$ cat src/rtl/imem_loader_if.sv
// rtl/imem_loader_if.sv - byte-stream input and word-write memory bus for the program loader
interface imem_loader_if #(
  parameter int ADDR_W = 8
);
  logic [7:0]        in_data;
  logic              in_valid;
  logic              in_ready;
  logic              mem_we;
  logic [ADDR_W-1:0] mem_addr;
  logic [31:0]       mem_wdata;

  modport master (
    output in_data, in_valid,
    input  in_ready, mem_we, mem_addr, mem_wdata
  );

  modport slave (
    input  in_data, in_valid,
    output in_ready, mem_we, mem_addr, mem_wdata
  );
endinterface

$ cat src/rtl/imem_loader.sv
// rtl/imem_loader.sv - streams a little-endian program into instruction memory, holds the CPU until loaded
// Optional trailing XOR checksum byte: define LOADER_CHKSUM_EN.
module imem_loader #(
  parameter int ADDR_W    = 8,
  parameter int BASE_ADDR = 0
) (
  input  logic         clk_i,
  input  logic         rst_i,
  input  logic         start_i,
  imem_loader_if.slave bus,
  output logic         cpu_hold_o,
  output logic         done_o,
  output logic         error_o
);

  localparam logic [ADDR_W-1:0] BASE = ADDR_W'(BASE_ADDR);

  typedef enum logic [2:0] {
    S_IDLE,
    S_HDR,
    S_BYTES,
    S_WRITE,
`ifdef LOADER_CHKSUM_EN
    S_CHK,
`endif
    S_FIN,
    S_DONE
  } state_e;

  state_e            state_q, state_d;
  logic [7:0]        cnt_q, cnt_d;
  logic [1:0]        idx_q, idx_d;
  logic              in_ready_q, in_ready_d;
  logic              mem_we_q, mem_we_d;
  logic [ADDR_W-1:0] addr_q, addr_d;
  logic [31:0]       wdata_q, wdata_d;
  logic              hold_q, hold_d;
  logic              done_q, done_d;
  logic              accept;
`ifdef LOADER_CHKSUM_EN
  logic [7:0]        chk_q, chk_d;
  logic              err_q, err_d;
`endif

  assign accept = bus.in_valid && in_ready_q;

  always_comb begin
    state_d = state_q;
    cnt_d   = cnt_q;
    idx_d   = idx_q;
    addr_d  = addr_q;
    wdata_d = wdata_q;
    hold_d  = hold_q;
    done_d  = done_q;
`ifdef LOADER_CHKSUM_EN
    chk_d   = chk_q;
    err_d   = err_q;
`endif
    case (state_q)
      S_IDLE, S_DONE: begin
        if (start_i) begin
          done_d  = 1'b0;
          hold_d  = 1'b1;
          addr_d  = BASE;
          state_d = S_HDR;
`ifdef LOADER_CHKSUM_EN
          err_d   = 1'b0;
`endif
        end
      end
      S_HDR: begin
        if (accept) begin
          if (bus.in_data == 8'd0) begin
            state_d = S_FIN;
          end else begin
            cnt_d   = bus.in_data;
            idx_d   = 2'd0;
            state_d = S_BYTES;
`ifdef LOADER_CHKSUM_EN
            chk_d   = bus.in_data;
`endif
          end
        end
      end
      S_BYTES: begin
        if (accept) begin
          wdata_d[{idx_q, 3'b000} +: 8] = bus.in_data;
          idx_d = idx_q + 2'd1;
`ifdef LOADER_CHKSUM_EN
          chk_d = chk_q ^ bus.in_data;
`endif
          if (idx_q == 2'd3) begin
            state_d = S_WRITE;
          end
        end
      end
      S_WRITE: begin
        // Address wraps naturally at 2^ADDR_W.
        addr_d = addr_q + 1'b1;
        cnt_d  = cnt_q - 8'd1;
        if (cnt_q != 8'd1) begin
          state_d = S_BYTES;
        end else begin
`ifdef LOADER_CHKSUM_EN
          state_d = S_CHK;
`else
          state_d = S_FIN;
`endif
        end
      end
`ifdef LOADER_CHKSUM_EN
      S_CHK: begin
        if (accept) begin
          err_d   = (bus.in_data != chk_q);
          state_d = S_FIN;
        end
      end
`endif
      S_FIN: begin
        done_d  = 1'b1;
        state_d = S_DONE;
`ifdef LOADER_CHKSUM_EN
        hold_d  = err_q;
`else
        hold_d  = 1'b0;
`endif
      end
      default: state_d = S_IDLE;
    endcase

    // Handshake outputs are registered from the next state so they align with it.
    in_ready_d = (state_d == S_HDR) || (state_d == S_BYTES);
`ifdef LOADER_CHKSUM_EN
    if (state_d == S_CHK) in_ready_d = 1'b1;
`endif
    mem_we_d = (state_d == S_WRITE);
  end

  always_ff @(posedge clk_i or posedge rst_i) begin
    if (rst_i) begin
      state_q    <= S_IDLE;
      cnt_q      <= 8'd0;
      idx_q      <= 2'd0;
      in_ready_q <= 1'b0;
      mem_we_q   <= 1'b0;
      addr_q     <= BASE;
      wdata_q    <= 32'd0;
      hold_q     <= 1'b1;
      done_q     <= 1'b0;
`ifdef LOADER_CHKSUM_EN
      chk_q      <= 8'd0;
      err_q      <= 1'b0;
`endif
    end else begin
      state_q    <= state_d;
      cnt_q      <= cnt_d;
      idx_q      <= idx_d;
      in_ready_q <= in_ready_d;
      mem_we_q   <= mem_we_d;
      addr_q     <= addr_d;
      wdata_q    <= wdata_d;
      hold_q     <= hold_d;
      done_q     <= done_d;
`ifdef LOADER_CHKSUM_EN
      chk_q      <= chk_d;
      err_q      <= err_d;
`endif
    end
  end

  assign bus.in_ready  = in_ready_q;
  assign bus.mem_we    = mem_we_q;
  assign bus.mem_addr  = addr_q;
  assign bus.mem_wdata = wdata_q;
  assign cpu_hold_o    = hold_q;
  assign done_o        = done_q;
`ifdef LOADER_CHKSUM_EN
  assign error_o       = err_q;
`else
  assign error_o       = 1'b0;
`endif

endmodule

$ cat src/flat_wrapper.sv
// flat-port wrapper written by rule: the top's interface ports become plain ports
module imem_loader_flat 
#(
  parameter int ADDR_W    = 8,
  parameter int BASE_ADDR = 0
)
  (clk_i, rst_i, start_i, cpu_hold_o, done_o, error_o, bus_in_data, bus_in_valid, bus_in_ready, bus_mem_we, bus_mem_addr, bus_mem_wdata);
  imem_loader_if #(.ADDR_W(ADDR_W)) bus_i ();
  input  logic clk_i;
  input  logic rst_i;
  input  logic start_i;
  output logic cpu_hold_o;
  output logic done_o;
  output logic error_o;
  input wire logic [$bits(bus_i.in_data)-1:0] bus_in_data;
  input wire logic [$bits(bus_i.in_valid)-1:0] bus_in_valid;
  output wire logic [$bits(bus_i.in_ready)-1:0] bus_in_ready;
  output wire logic [$bits(bus_i.mem_we)-1:0] bus_mem_we;
  output wire logic [$bits(bus_i.mem_addr)-1:0] bus_mem_addr;
  output wire logic [$bits(bus_i.mem_wdata)-1:0] bus_mem_wdata;
  assign bus_i.in_data = bus_in_data;
  assign bus_i.in_valid = bus_in_valid;
  assign bus_in_ready = bus_i.in_ready;
  assign bus_mem_we = bus_i.mem_we;
  assign bus_mem_addr = bus_i.mem_addr;
  assign bus_mem_wdata = bus_i.mem_wdata;
  imem_loader #(.ADDR_W(ADDR_W), .BASE_ADDR(BASE_ADDR)) u_core (.clk_i(clk_i), .rst_i(rst_i), .start_i(start_i), .bus(bus_i), .cpu_hold_o(cpu_hold_o), .done_o(done_o), .error_o(error_o));
endmodule
$ cat config.mk
export PLATFORM = sky130hd
export DESIGN_NAME = imem_loader_flat
export DESIGN_NICKNAME = d
export VERILOG_FILES = /design/src/rtl/imem_loader_if.sv /design/src/rtl/imem_loader.sv /design/src/flat_wrapper.sv
export SDC_FILE = /design/constraint.sdc
export NUM_CORES = 1
export LEC_CHECK = 0
export ABC_AREA = 1
export CAP_MARGIN = 10
export CORE_ASPECT_RATIO = 1.1
export CORE_MARGIN = 2
export CORE_UTILIZATION = 58
export CTS_BUF_LIST = sky130_fd_sc_hd__clkbuf_4
export CTS_CLUSTER_SIZE = 14
export DETAILED_ROUTE_END_ITERATION = 16
export GPL_TIMING_DRIVEN = 1
export PLACE_DENSITY = 0.88
export SLEW_MARGIN = 20
export SYNTH_ARGS = -nofsm -noshare
export SYNTH_HDL_FRONTEND = slang
export SYNTH_SLANG_ARGS = --single-unit
$ cat constraint.sdc
create_clock -name clk_i -period 4.8 [get_ports clk_i]
set_input_delay 1.2 -clock clk_i [delete_from_list [all_inputs] [get_ports clk_i]]
set_output_delay 1.2 -clock clk_i [all_outputs]
set_load 0.02 [all_outputs]
# After elaboration in Yosys (flattened, before gate mapping)
# Cells that the tools add are included.
[op_classes] mux=21 n_reduce_logical=14 n_shift=2 n_eq_ne=14 n_addsub=4
[ops] op="bitwise mux 32 bit" n=1
[ops] op="one-hot mux 8 bit (2 select lines)" n=2
[ops] op="variable shift 8 x 7 -> 32 bit (first input constant)" n=1
[ops] op="variable part select 8 x 7 -> 32 bit" n=1
[ops] op="2-to-1 mux 8 bit" n=3
[ops] op="2-to-1 mux 3 bit" n=6
[ops] op="one-hot mux 3 bit (5 select lines)" n=1
[ops] op="== test 3 x 2 -> 1 bit (second input constant)" n=4
[ops] op="adder 8 x 1 -> 8 bit (second input constant)" n=1
[ops] op="logical NOT 8 bit" n=1
[ops] op="inequality test 8 x 1 -> 1 bit (second input constant)" n=1
[ops] op="nonzero test 2 bit" n=4
[ops] op="subtractor 8 x 1 -> 8 bit (second input constant)" n=1
[ops] op="negation 5 -> 7 bit" n=1
[ops] op="== test 3 x 1 -> 1 bit (second input constant)" n=2
[ops] op="== test 3 bit (second input constant)" n=2
[ops] op="2-to-1 mux 2 bit" n=3
[ops] op="AND reduction 2 bit" n=3
[ops] op="inequality test 2 x 1 -> 1 bit (second input constant)" n=2
[ops] op="inequality test 2 bit (second input constant)" n=2
[ops] op="one-hot mux 1 bit (2 select lines)" n=2
[ops] op="one-hot mux 2 bit (2 select lines)" n=1
[ops] op="AND reduction 4 bit" n=1
[ops] op="logical NOT 3 bit" n=1
[ops] op="7 further kinds" n=8
[totals] out_inout_bits=45 inputBits=12 ff_bits=57 elab_cells=64

# Longest topological paths before layout
# Gate-level depths: netlist of the first run.
[logic_depth] depth_word=6 ltp_mapped=9 mapped_depth_nobuf=8

# Least setup slack after synthesis of the first run
# OpenSTA, ideal clock, no wires.
[synth_path] path_type="input to register" start="in bus_in_valid" end="reg u_core.cnt_q[4]" t_arrival_ns=1.929 stages=6 n_path_buf=1 setup_time_ns=0.127 setup_slack_ns=2.743 required_ns=4.673 path_cell_list="nand2_1 inv_1 nand2_1 o21ai_2 buf_2 o21ai_0"
[synth_between] elab_chain_len=3
[synth_rtl] item="from (decl)" line="flat_wrapper.sv:16" rtl="input wire logic [$bits(bus_i.in_valid)-1:0] bus_in_valid;"
[synth_rtl] item="logical AND 1 bit" line="imem_loader.sv:45" rtl="assign accept = bus.in_valid && in_ready_q;"
[synth_rtl] item="inequality test 2 x 1 -> 1 bit (no line)"
[synth_rtl] item="AND reduction 3 bit (no line)"
[synth_rtl] item="to (signal assigned)" line="imem_loader.sv:156" rtl="cnt_q <= cnt_d;"
[synth_rtl] item="to (decl)" line="imem_loader.sv:31" rtl="logic [7:0] cnt_q, cnt_d;"
# No other way between the ends.
# A chain may end at the register's enable or synchronous reset.

# Final worst setup path of the first run
[layout_path] start="reg u_core.hold_q (netlist: u_core.cpu_hold_o)" end="out cpu_hold_o"
[layout_rtl] item="from (decl)" line="imem_loader.sv:37" rtl="logic hold_q, hold_d;"
[layout_rtl] item="from (signal assigned)" line="imem_loader.sv:162" rtl="hold_q <= hold_d;"
[layout_rtl] item="to (decl)" line="flat_wrapper.sv:12" rtl="output logic cpu_hold_o;"
# No word-level cell between the ends.

==> results.yml, run 1 <==
run_status:
  status: "completed"
job:
  cap_violations: 0
yosys:
  yosys-top-cells-area: "dfrtp_1, nand2_1, nand3_1"
  synth_top_cell_area_share_pct: 46.5
  synthFlopType: "dfrtp_1"
  ys_seq_area_share_pct: 47.4
  ys_types: 29
  synth_common_cells: "nand2_1, dfrtp_1, nand3_1, inv_1, o21ai_1"
  synth_cells: 380
  synth_largest_area_cell: "dfrtp_1"
  yosysMostFrequentCell: "nand2_1"
  synth_edf_count: 0
  synth_area_per_cell_um2: 7.93
  ys_seq_elements: 57
  ys_warn_count: 0
  ys_async_sr_fraction_pct: 100
  syn-cell-area_um2: 3010
  synth_fp_nets: 401
floorplan:
  ios: 57
  die_x_um: 72.7
  start_util_pct: 60.3
  die_h_um: 79.6
  core_area_um2: 5000
  die_area_um2: 5790
  row_count: 27
placed_design:
  hpwl_mm: 5.13
  io_buffers: 55
  routabilityCongestion: 0.836
global_routing:
  grt_pass1_vias: 2553
  grt_use_total_pct: 25.6
  grt_pass1_wl_mm: 11.5
  antenna_found_initial: 0
  grt-ovfl-total: 0
  grt_start_max_net_pins: 38
timing:
  tightestPinTransition_ns: 0.911
  setup_viol: 0
  finClkSkew_ns: 0.0216
  fin_crit_ns: 2.72
  hold_ws_ns: 0.469
  final-hold-violation-count: 0
  slew_viol_final: 0
  rsz0062_at_grt: "no"
  max_freq_ghz: 0.368
  slew_headroom_pct: 39.1
  fin_setup_tns_ns: 0
  finalCritPeriodShare_pct: 56.6
clock_tree:
  hold_buffers: 0
  htree_levels: 3
  worst_skew_pair.late_latency_ns: 0.40
  path_clk_slew_ns: 0.09
  root_buffer: "clkbuf_4"
  clock-sinks: 57
  cts_buffers: 9
  cts_tree: "yes"
  clk_path_buf_depth: 2
  post_cts_buffers: 0
  cts_resized: 0
drt:
  viasPerCell: 5.53
  first_pass_iters: 4
  routed_wl_mm: 6.88
  drc: 0
  vias: 2769
  ant_nets: 0
  wl_per_cell_um: 13.7
  drt_iter0_drc: 164
critical_path:
  crit_arrival_ns: 1.52
  max_stage_delay_ns: 0.59
  worstPathCellList: "clkdlybuf4s50_1"
  rr_worst_depth: 5
  crit_cells: 1
  cp_max_fo: 2
  crit_required_ns: 3.60
  crit_buf_inv: 1
  cp-start-kind: "register"
  setup.worst_path.class: "reg -> out"
  crit_slowest_cell: "clkdlybuf4s50_1"
  crit_family: "buffers and inverters"
  end_kind: "primary output"
finish:
  final_layout_size_suffix_gt1_share_pct: 6.77
  fillers: 387
  ff_latch_area_um2: 1430
  multi_input_area_um2: 1340
  syn2layout_area_growth_pct: 21.9
  antenna_cells: 0
  final_nets: 459
  postLayoutCoreUtil_pct: 73.5
hold_path:
  hp-class: "reg -> reg"
  hold_depth: 2
pwr:
  power_density_nw_per_um2: 478
  leakagePower_uw: 0.00190
  peakVddDrop_v: 0.000287
-- layer usage --
layer / vias to the layer above / wire (um) / track usage (%)
li1: 1357 / - / -
met1: 1309 / 2900 / 31.9
met2: 92 / 3470 / 43.7
met3: 11 / 384 / 3.79
met4: 0 / 135 / 11.5
met5: - / 0 / 0
-- tightest hold or removal path: cells and delay by family, from the launching register on --
family / cells / cell delay [ns]
AOI/OAI and AO/OA: 1 / 0.05
buffers and inverters: 1 / 0.04
DFF: 1 / 0.38
-- area by class of cell --
type,instances,share of cell area (%)
Multi-Input combinational cell,270,36.5
Sequential cell,57,38.9
Tap cell,58,1.98
Inverter,44,4.50
Timing Repair Buffer,56,15.2
Clock buffer,13,2.66
Clock inverter,3,0.307
-- flip-flops by register name, summed over array words and instances, names as in the netlist --
name / cells
u_core.bus.mem_addr: 8
u_core.bus.mem_wdata: 32
u_core.bus.in_ready: 1
u_core.state_q: 3
u_core.bus.mem_we: 1
u_core.done_o: 1
u_core.idx_q: 2
u_core.cnt_q: 8
u_core.cpu_hold_o: 1
-- through the flow --
step | instance area, um^2 | setup slack, ns | std cells | total power [uW]
after floorplan | 3010 | 2.20 | 380 | 1250
after global placement | 3560 | 2.01 | 485 | 1450
after detailed placement | 3560 | 1.97 | 485 | 1470
after global routing | 3670 | 2.04 | 501 | 1890
final | 3670 | 2.08 | 501 | 1760
after CTS | 3670 | 2.06 | 501 | 1760
-- placed cells by master (no fill, tap or decap), drive strengths merged, types with 2 or more instances in the layout --
cell           instances
nand2                105
nand4                  4
clkdlybuf4s50         55
nand3b                 2
nor3b                  2
dfrtp                 56
a21oi                  3
inv                   44
ha                     9
clkinv                 3
o22ai                  3
or2                    3
nor2                  29
clkbuf                13
o21ai                 49
nand3                 55
nor3                   3
-- power by group --
part	internal, uW	switching, uW
clock	125	167
combinational	271	521
sequential	582	91.8
total	978	780
-- final timing paths --
kind,from,slack (ns),end
worst min register to register,u_core.cpu_hold_o$_DFFE_PP1P_,0.47,u_core.cpu_hold_o$_DFFE_PP1P_
worst max register to register,u_core.idx_q[0]$_DFFE_PP0P_,2.46,u_core.bus.mem_wdata[7]$_DFFE_PP0P_
worst min-delay path,u_core.cpu_hold_o$_DFFE_PP1P_,0.47,u_core.cpu_hold_o$_DFFE_PP1P_
min in group asynchronous,rst_i,1.25,u_core.bus.mem_wdata[14]$_DFFE_PP0P_
worst max-delay path,u_core.cpu_hold_o$_DFFE_PP1P_,2.08,cpu_hold_o
max in group asynchronous,rst_i,2.72,u_core.cpu_hold_o$_DFFE_PP1P_
-- cells by family (layout without fill, tap and decap cells) --
logic type      count (synthesis)  in the layout  share of synthesized area [%]
compound gates                 56             56                           9.63
xor+xnor                        1              1                          0.291
fa+ha+maj                       9              9                           3.74
buf+inv                        53            116                           8.14
flops                          57             57                           47.4
other cells                     1              1                          0.124
simple gates                  203            203                           30.7
Note: power is estimated with default switching activity, not from simulation.
==> run 2, diff against run 1 <==
- CORE_UTILIZATION: 58 -> 49
- PLACE_DENSITY: 0.88 -> 0.79
- clock period: 4.8 -> 2.5 ns (I/O delays scaled with it)
==> run 2 against run 1 <==
Against the previous run:
- sequential power is 91% higher
- clock power increased by 77%
- register-to-register slack lost 1.9 ns
- clock skew decreased by 0.012 ns
- count of clock-buffer cells in the layout shrank 3
- routed wire length barely moved
- largest cell class unchanged
- final cell count up 6.0%
- total power up 91%
- global-route usage down 4.1 points
==> results.yml, run 2 (synthesized netlist as in run 1, its figures left out) <==
run_status:
  status: "completed"
clock_tree:
  hold_buffers: 0
  worst_skew_pair.late_latency_ns: 0.39
  cts_buffers: 9
  cts_resized: 0
  htree_levels: 3
  cts_tree: "yes"
  root_buffer: "clkbuf_4"
  clk_path_buf_depth: 2
  clock-sinks: 57
  path_clk_slew_ns: 0.09
  post_cts_buffers: 0
global_routing:
  grt_use_total_pct: 21.6
  antenna_found_initial: 0
  grt-ovfl-total: 0
  grt_start_max_net_pins: 38
  grt_pass1_wl_mm: 11.3
  grt_pass1_vias: 2431
critical_path:
  cp-start-kind: "register"
  crit_buf_inv: 1
  crit_required_ns: 1.88
  timing.reg2reg.setup_slack_ns: 0.57
  end_kind: "primary output"
  crit_arrival_ns: 1.52
  reg2reg_from: "u_core.idx_q[0]$_DFFE_PP0P_"
  r2r_end: "u_core.bus.mem_wdata[14]$_DFFE_PP0P_"
  worstPathCellList: "clkdlybuf4s50_1"
  setup.worst_path.class: "reg -> out"
  rr_worst_depth: 6
  max_stage_delay_ns: 0.59
  crit_slowest_cell: "clkdlybuf4s50_1"
  cp_max_fo: 2
  crit_family: "buffers and inverters"
drt:
  viasPerCell: 5.21
  vias: 2766
  wl_per_cell_um: 13.0
  first_pass_iters: 5
  drt_iter0_drc: 188
  routed_wl_mm: 6.88
  drc: 0
  ant_nets: 0
finish:
  syn2layout_area_growth_pct: 25.1
  finalNonFillerCells: 531
  fillers: 499
  mostFrequentLayoutCell: "nand2_1"
  layout_common_cells: "nand2_1, dfrtp_1, nand3_1, clkdlybuf4s50_1, inv_1"
  largest_reg_flops: 32
  final_nets: 470
  antenna_cells: 0
  final_layout_size_suffix_gt1_share_pct: 8.81
hold_path:
  hold_depth: 2
  whs_endpoint: "u_core.cpu_hold_o$_DFFE_PP1P_"
  hp-class: "reg -> reg"
  holdCritStartpoint: "u_core.cpu_hold_o$_DFFE_PP1P_"
floorplan:
  start_util_pct: 51.6
  core_area_um2: 5840
  die_x_um: 78.8
  die_area_um2: 6800
  die_h_um: 86.3
  ios: 57
  row_count: 29
timing:
  hold_ws_ns: 0.472
  final-hold-violation-count: 0
  finalWorstSetupSlack_ns: 0.357
  fin_crit_ns: 2.14
  slew_headroom_pct: 66.7
  finClkSkew_ns: 0.00965
  setup_viol: 0
  finalCritPeriodShare_pct: 85.7
  rsz0062_at_grt: "no"
  slew_viol_final: 0
  fin_setup_tns_ns: 0
  tightestPinTransition_ns: 0.498
  max_freq_ghz: 0.467
pwr:
  p_int_uw: 1870
  pwr-share-seq_pct: 38.4
  combPwrFrac_pct: 46.3
  clkPwrFrac_pct: 15.4
  power_density_nw_per_um2: 892
  peakVddDrop_v: 0.000483
  leakagePower_uw: 0.00195
  p_switching_uw: 1500
  swShare_pct: 44.4
  power.total_uw: 3360
placed_design:
  post-place-ws_ns: 0.284
  routabilityCongestion: 0.850
  io_buffers: 55
  hpwl_mm: 5.11
  dpl.cell_count: 515
job:
  cap_violations: 0
## run 2: cell count changes in the layout (fill, tap and decap cells not counted)
cell | previous run | this run
clkbuf_4 | 13 | 10
clkinv_2 | 0 | 2
buf_4 | 1 | 12
clkinv_1 | 3 | 4
## run 2: routing by layer
metal | vias to the layer above | part of all wire (%) | track usage, %
li1 | 1381 | - | -
met1 | 1289 | 43 | 28.3
met2 | 79 | 49 | 34.6
met3 | 17 | 4.7 | 4.17
met4 | 0 | 2.6 | 10.4
met5 | - | 0 | 0
## run 2: worst max path at each step
| stage | startpoint | slack, ns | end | cells after the start |
|---|---|---|---|---|
| CTS | u_core.cpu_hold_o$_DFFE_PP1P_ | 0.33 | cpu_hold_o | 1 |
| global route | u_core.cpu_hold_o$_DFFE_PP1P_ | 0.30 | cpu_hold_o | 1 |
| global placement | bus_in_valid | 0.33 | u_core.bus.in_ready$_DFF_PP0_ | 8 |
| finish | u_core.cpu_hold_o$_DFFE_PP1P_ | 0.36 | cpu_hold_o | 1 |
| detailed placement | bus_in_valid | 0.28 | u_core.bus.mem_wdata[2]$_DFFE_PP0P_ | 7 |
| floorplan | rst_i | 0.48 | u_core.bus.in_ready$_DFF_PP0_ | 1 |
## run 2: through the flow
stage	utilization, %	instance area (um^2)
floorplan	-	3010
global placement	62.8	3670
detailed placement	62.8	3670
CTS	64.6	3770
global route	64.6	3770
finish	64.6	3770
## run 2: power by group through the flow
stage,Combinational [uW],Clock (uW),Sequential [uW]
finish,1560,517,1290
global route,1750,573,1320
CTS,1560,528,1290
detailed placement,1550,0,1310
global placement,1510,0,1300
floorplan,1010,0,1380
## run 2: final cells by class
class                           count  area, um^2  area share (%)
Clock inverter                      6        25.0           0.664
Sequential cell                    57        1430            37.9
Inverter                           44         165            4.38
Clock buffer                       10        75.1            1.99
Tap cell                           77        96.3            2.55
Multi-Input combinational cell    270        1340            35.6
Timing Repair Buffer               67         641            17.0
